$ cat src/rtl/osc_freq_meter.sv
// Multi-channel oscillator frequency meter: counts synchronised rising edges of one
// selected input over a fixed gate window and hands the result out via valid/ready.
//
// state  | meaning
// IDLE   | waiting for start_i or scan_i
// SETTLE | one cycle to seed the edge detector from the newly latched channel
// GATE   | counting edges for GATE_CYCLES cycles
// HOLD   | result presented, waiting for ready_i
module osc_freq_meter #(
    parameter int N_CH        = 4,
    parameter int CNT_WIDTH   = 16,
    parameter int GATE_CYCLES = 1000,
    parameter int SYNC_STAGES = 2
) (
    input  logic                    fpga_clk_i,
    input  logic                    reset_i,
    input  logic                    enable_i,
    input  logic                    scan_i,
    input  logic                    start_i,
    input  logic [$clog2(N_CH)-1:0] ch_sel_i,
    input  logic [N_CH-1:0]         osc_i,
    input  logic                    ready_i,
    output logic                    valid_o,
    output logic [CNT_WIDTH-1:0]    count_o,
    output logic [$clog2(N_CH)-1:0] ch_o,
    output logic                    overflow_o,
    output logic                    busy_o
);

    localparam int CH_W = $clog2(N_CH);
    localparam int TW   = $clog2(GATE_CYCLES + 1);

    localparam logic [1:0] IDLE   = 2'd0;
    localparam logic [1:0] SETTLE = 2'd1;
    localparam logic [1:0] GATE   = 2'd2;
    localparam logic [1:0] HOLD   = 2'd3;

    logic [1:0]           state_q;
    logic [N_CH-1:0]      sync_q [SYNC_STAGES];
    logic [CH_W-1:0]      ch_q;
    logic [CH_W-1:0]      scan_ptr_q;
    logic [TW-1:0]        timer_q;
    logic [CNT_WIDTH-1:0] cnt_q;
    logic [CNT_WIDTH-1:0] cnt_next;
    logic                 ovf_q;
    logic                 ovf_next;
    logic                 prev_q;
    logic                 sel_bit;
    logic                 edge_det;

    // Every input is synchronised all the time so a channel switch sees settled data.
    always_ff @(posedge fpga_clk_i) begin
        if (reset_i) begin
            for (int i = 0; i < SYNC_STAGES; i++) sync_q[i] <= '0;
        end else begin
            sync_q[0] <= osc_i;
            for (int i = 1; i < SYNC_STAGES; i++) sync_q[i] <= sync_q[i-1];
        end
    end

    assign sel_bit  = sync_q[SYNC_STAGES-1][ch_q];
    assign edge_det = sel_bit & ~prev_q;
    assign busy_o   = (state_q != IDLE);

    // Saturating count: once all-ones, further edges only flag overflow.
    always_comb begin
        cnt_next = cnt_q;
        ovf_next = ovf_q;
        if (edge_det) begin
            if (&cnt_q) ovf_next = 1'b1;
            else        cnt_next = cnt_q + 1'b1;
        end
    end

    always_ff @(posedge fpga_clk_i) begin
        if (reset_i) begin
            state_q    <= IDLE;
            ch_q       <= '0;
            scan_ptr_q <= '0;
            timer_q    <= '0;
            cnt_q      <= '0;
            ovf_q      <= 1'b0;
            prev_q     <= 1'b0;
            valid_o    <= 1'b0;
            count_o    <= '0;
            ch_o       <= '0;
            overflow_o <= 1'b0;
        end else begin
            case (state_q)
                IDLE: begin
                    if (enable_i && (scan_i || start_i)) begin
                        ch_q    <= scan_i ? scan_ptr_q : ch_sel_i;
                        cnt_q   <= '0;
                        ovf_q   <= 1'b0;
                        state_q <= SETTLE;
                    end
                end
                SETTLE: begin
                    if (!enable_i) begin
                        state_q <= IDLE;
                    end else begin
                        prev_q  <= sel_bit;
                        timer_q <= TW'(GATE_CYCLES - 1);
                        state_q <= GATE;
                    end
                end
                GATE: begin
                    if (!enable_i) begin
                        state_q <= IDLE;
                    end else begin
                        prev_q <= sel_bit;
                        cnt_q  <= cnt_next;
                        ovf_q  <= ovf_next;
                        if (timer_q == '0) begin
                            count_o    <= cnt_next;
                            ch_o       <= ch_q;
                            overflow_o <= ovf_next;
                            valid_o    <= 1'b1;
                            state_q    <= HOLD;
                        end else begin
                            timer_q <= timer_q - 1'b1;
                        end
                    end
                end
                HOLD: begin
                    if (ready_i) begin
                        valid_o <= 1'b0;
                        state_q <= IDLE;
                        if (scan_ptr_q == CH_W'(N_CH - 1)) scan_ptr_q <= '0;
                        else                               scan_ptr_q <= scan_ptr_q + 1'b1;
                    end
                end
                default: state_q <= IDLE;
            endcase
        end
    end

endmodule
$ cat config.mk
export PLATFORM = sky130hd
export DESIGN_NAME = osc_freq_meter
export DESIGN_NICKNAME = d
export VERILOG_FILES = /design/src/rtl/osc_freq_meter.sv
export SDC_FILE = /design/constraint.sdc
export NUM_CORES = 1
export LEC_CHECK = 0
export CORE_MARGIN = 1
export CORE_UTILIZATION = 55
export DETAILED_ROUTE_END_ITERATION = 6
export GPL_ROUTABILITY_DRIVEN = 0
export PLACE_DENSITY = 0.89
export RECOVER_POWER = 25
export SYNTH_ARGS = -nofsm -noshare
export SYNTH_HDL_FRONTEND = slang
export SYNTH_SLANG_ARGS = --single-unit
$ cat constraint.sdc
create_clock -name fpga_clk_i -period 2.3 [get_ports fpga_clk_i]
set_input_delay 0.69 -clock fpga_clk_i [delete_from_list [all_inputs] [get_ports fpga_clk_i]]
set_output_delay 0.69 -clock fpga_clk_i [all_outputs]
set_load 0.02 [all_outputs]
======== Yosys cells after proc, flatten, opt, wreduce, memory -nomap -nowiden ========
Memory sizes are Yosys's and may differ from the RTL's.
Cells that the tools add are included.
storage, ports and cells
  logic and storage cells ................. 82
  memories kept ........................... 1
  flip-flop bits (word level) ............. 54
  input bits .............................. 12
  output and inout port bits .............. 21
  memory bits (writable) .................. 8
memories
  name    words  bits a word  read ports  clocked after Yosys merged registers in  write ports  line  RTL
  sync_q  2      4            2           0                                        2            39    logic [N_CH-1:0] sync_q [SYNC_STAGES];
operators by class
  reduce and logical (&&, ||, !) cells .... 18
  order comparisons ....................... 1
  add/subtract/negate cells ............... 3
  bitwise gates (word level) .............. 4
  eq/ne operators ......................... 11
  mux-type cells .......................... 33
operators by type and width
  cell                                                         number
  2-to-1 mux 16 bit                                            4
  case mux 16 bit (2 select lines)                             1
  2-to-1 mux 10 bit                                            3
  case mux 10 bit (2 select lines)                             1
  adder 16 x 1 -> 16 bit (second input constant)               1
  AND reduction 16 bit                                         1
  2-to-1 mux 2 bit                                             7
  inequality test 2 bit (second input constant)                6
  2-to-1 mux 1 bit                                             11
  logical NOT 10 bit                                           1
  subtractor 10 x 1 -> 10 bit (second input constant)          1
  AND reduction 3 bit                                          3
  2-to-1 mux 4 bit                                             2
  case mux 2 bit (4 select lines)                              1
  AND reduction 4 bit                                          2
  nonzero test 2 bit                                           4
  equality test 2 bit (second input constant)                  3
  AND reduction 2 bit                                          3
  case mux 1 bit (2 select lines)                              2
  less-than comparator 2 x 3 -> 1 bit (second input constant)  1
  inequality test 3 bit (second input constant)                1
  adder 2 x 1 -> 2 bit (second input constant)                 1
  binary-select mux 1 bit (select 2 bit)                       1
  equality test 2 x 1 -> 1 bit (second input constant)         1
  7 further kinds                                              8

======== Depth between registers and ports, before layout ========
Gate-level depths: netlist of run 1.
  depth after elaboration ................. 6
  depth in mapped cells ................... 9
  depth with buffers taken out ............ 7

======== Worst setup path before layout of run 1 ========
OpenSTA, ideal clock, no wires.
  kind .................................... input port to flip-flop
  start ................................... in scan_i
  end ..................................... reg cnt_q[9]
  data arrival time ....................... 1.927 ns
  stages on the path ...................... 7
  required time ........................... 2.168 ns
  setup slack ............................. 0.241 ns
  buffers on the path ..................... 2
  path through ............................ nor3b_1 or2_2 clkbuf_1 nor2_2 buf_2 a31oi_1 a31oi_1
between the ends
  longest elaborated chain between the ends .. 4
RTL lines
  item                             line  RTL
  start, declared                  18    input logic scan_i,
  logical OR 1 bit                 91    if (enable_i && (scan_i || start_i)) begin
  logical AND 1 bit                91
  inequality test 2 bit (no line)  -
  AND reduction 3 bit (no line)    -
  end signal, assigned             112   cnt_q <= cnt_next;
  end, declared                    43    logic [CNT_WIDTH-1:0] cnt_q;
Every way passes these cells.
A chain may end at the register's enable or synchronous reset.

======== Worst setup path after layout of run 1 ========
  start ................................... reg state_q[1]
  end ..................................... out busy_o
between the ends
  longest elaborated chain between the ends .. 1
RTL lines
  item                    line  RTL
  start, declared         38    logic [1:0] state_q;
  start signal, assigned  77    state_q <= IDLE;
  start signal, assigned  95    state_q <= SETTLE;
  start signal, assigned  100   state_q <= IDLE;
  nonzero test 2 bit      63    assign busy_o = (state_q != IDLE);
  end, declared           27    output logic busy_o
Every way passes these cells.

==> reports/qor.yml, run 1 <==
die_x_um: 77.3
synth-main-ff-cell: "dfxtp_1"
leakagePower_nw: 1.41
io_pins: 33
finalPower_mw: 2.39
criticalPathCategory: "reg2out"
wl_per_cell_um: 15.6
dieHeight_um: 77.3
synth-seq-area-share_pct: 39.8
hold_violations: 0
async_flop_share_pct: 0
cts.path.max_buffers: 2
rows: 27
area.growth.synth_to_final_pct: 25.0
worst_pin_slew_ns: 1.05
synthTopCellsByArea: "dfxtp_1 (40%), a211oi_1 (4.3%), nor2_1 (3.6%)"
cts_tree: "done"
fin_crit_ns: 2.18
arrival_ns: 1.49
fin_skew_ns: 0.00860
n_fill_cell: 429
nets: 434
holdWs_ns: 0.440
grt.total_usage_pct: 28.1
path_clk_slew_ns: 0.06
first_pass_iters: 5
peakVddDrop_uv: 444
die_area_um2: 5970
grt_pass1_wl_um: 13200
dpl.hpwl_um: 5300
hold_buffers: 0
relSlewSlack_pct: 30.0
mappedNetlistArea_um2: 3120
required_ns: 1.61
first_iter_violations: 391
route.vias.total: 2994
drive_gt1_share_pct: 15.3
htree_levels: 3
synthCells: 359
maxCapViolations: 0
synth_top_cell_area_share_pct: 39.8
placeableCoreArea_um2: 5470
synth-edff-count: 0
cp_max_fo: 4
p_per_area_nw_per_um2: 614
synth.avg_cell_area_um2: 8.68
gr-total-overflow: 0
critPathLaunch: "state_q[1]"
worstSetupEndpointType: "primary output"
start_util_pct: 56.9
synth_cell_types: 60
antenna_found_initial: 0
min_path_type: "reg2reg"
cts_sinks: 62
cts_root_buffer: "clkbuf_8"
outcome: "finished clean"
finalMaxSlewViolations: 0
port_buffers: 32
ys_ff_latch: 62
setup_viol: 0
cts_buffers: 9
grt_pass1_vias: 2927
synth_warnings: 0
syn-num-nets: 379
via_per_inst: 6.10
hold_start: "sync_q[0][0]"
r2r_start: "timer_q[4]"
finalCritPeriodShare_pct: 94.8
yosys.area.top_type: "dfxtp_1"
cp-start-kind: "flip-flop"
ant_nets: 0
num_antenna_cells: 0
rsz0062_at_grt: "no"
fmax_mhz: 458
grt_max_degree: 27
clock_latency_ns: 0.35
drc: 0
finalWirelength_um: 7650
[layer usage]
metal  part of all wire [%]  GRT usage [%]
met2                     48           45.8
met3                    6.8           4.76
met1                     43           34.4
met4                    2.2           17.4
met5                      0              0
[layout by cell type (no fill, tap or decap), drive strengths merged, types with 3 or more instances in the layout]
| cell type | synthesis | final |
|---|---|---|
| buf | 4 | 29 |
| nand3b | 4 | 4 |
| nor2 | 33 | 33 |
| clkdlybuf4s50 | 0 | 25 |
| inv | 9 | 9 |
| ha | 8 | 8 |
| nand3 | 17 | 17 |
| a211oi | 19 | 19 |
| or2 | 3 | 3 |
| dlygate4sd3 | 0 | 5 |
| o21ai | 7 | 7 |
| and4 | 3 | 3 |
| a21oi | 22 | 22 |
| clkbuf | 16 | 18 |
| dfxtp | 62 | 62 |
| nand2 | 23 | 23 |
| nand4 | 8 | 8 |
| mux2i | 8 | 8 |
| xnor2 | 5 | 5 |
| nor4 | 3 | 3 |
| or4 | 5 | 5 |
| and3 | 9 | 9 |
| nand2b | 5 | 5 |
| a31oi | 15 | 15 |
| xor2 | 12 | 12 |
| nor3 | 15 | 15 |
| nor2b | 11 | 11 |
[flip-flops by register name (all words and copies together), names as in the netlist]
register,flops
overflow_o,1
cnt_q,16
scan_ptr_q,2
ovf_q,1
sync_q,8
state_q,2
ch_q,2
timer_q,10
valid_o,1
ch_o,2
prev_q,1
count_o,16
[final timing paths]
path / slack, ns / to / depth (start not counted)
worst max-delay path: 0.12 / busy_o / 4
worst min-delay path: 0.44 / sync_q[0][4] / 1
worst max register to register: 0.21 / count_o[15] / 5
worst min register to register: 0.44 / sync_q[0][4] / 1
[final cells by class]
cell class,instances,area (um^2),area share (%)
inverters,9,33.8,0.868
clock buffers,14,193,4.95
clock inverters,2,12.5,0.321
flip-flops and latches,62,1240,31.9
multi-input cells,268,1760,45.3
repair buffers,64,559,14.4
well taps,72,90.1,2.31
[logic make-up (layout without fill, tap and decap cells)]
kind of cell,count (synthesis),count (layout),share of synthesized area [%]
simple gates,148,148,26.3
compound gates,86,86,18.6
flops,62,62,39.8
buf+inv,29,89,3.94
xor+xnor,17,17,4.78
mux,9,9,3.29
fa+ha+maj,8,8,3.21
[cell usage after synthesis, types with 2 or more instances]
cell,number
nand3b_1,4
nand2_1,23
xnor2_1,5
dfxtp_1,62
nor2_2,2
nor3_1,14
o31ai_1,2
o21bai_1,2
a22o_1,2
a311oi_1,2
a211oi_1,18
a221oi_1,2
nand2b_1,5
xor2_1,12
or4b_1,2
nor4b_1,2
a31o_2,2
a31oi_1,15
or4_1,4
nor2_1,30
or2_2,3
clkbuf_1,15
and3_1,9
nand3_1,17
nand4_1,8
a21oi_1,22
and4_1,3
nor4_1,2
nor2b_1,11
ha_1,8
inv_1,9
o21ai_0,7
mux2i_1,8
[per-stage QoR]
stage,setup slack (ns),area (um^2),TNS [ns],util (%),cells
floorplan,0.241,3120,0,-,359
global placement,-0.181,3680,-2.96,67.3,475
detailed placement,-0.201,3680,-3.77,67.3,475
CTS,0.0837,3890,0,71.1,491
global route,0.0180,3890,0,71.1,491
finish,0.119,3890,0,71.1,491
[what timing repair did]
action | CTS | global route
resized for setup | 1 | 3
endpoints found under the setup margin | 1 | 5
cloned | 0 | 0
setup buffers | 0 | 0
[report_power, final]
part | total [mW] | internal (mW) | leakage, nW | switching [mW]
Combinational | 0.292 | 0.131 | 0.798 | 0.160
Clock | 0.962 | 0.537 | 0.105 | 0.426
Sequential | 1.14 | 1.10 | 0.503 | 0.0319
Total | 2.39 | 1.77 | 1.41 | 0.618
[critical path, stage by stage (launching register included)]
cell	delay [ns]
dfxtp_1	0.39
inv_1	0.10
ha_1	0.23
inv_1	0.09
dlygate4sd2_1	0.33
(Power assumes the default switching activity.)
==> inputs of run 2 (changes only) <==
--- a/config.mk
+++ b/config.mk
@@ -5,7 +5,6 @@
 export SDC_FILE = /design/constraint.sdc
 export NUM_CORES = 1
 export LEC_CHECK = 0
-export CORE_MARGIN = 1
 export CORE_UTILIZATION = 55
 export DETAILED_ROUTE_END_ITERATION = 6
 export GPL_ROUTABILITY_DRIVEN = 0
==> results of run 2 <==
Final layout, timing and power as in run 1 (identical DEF).
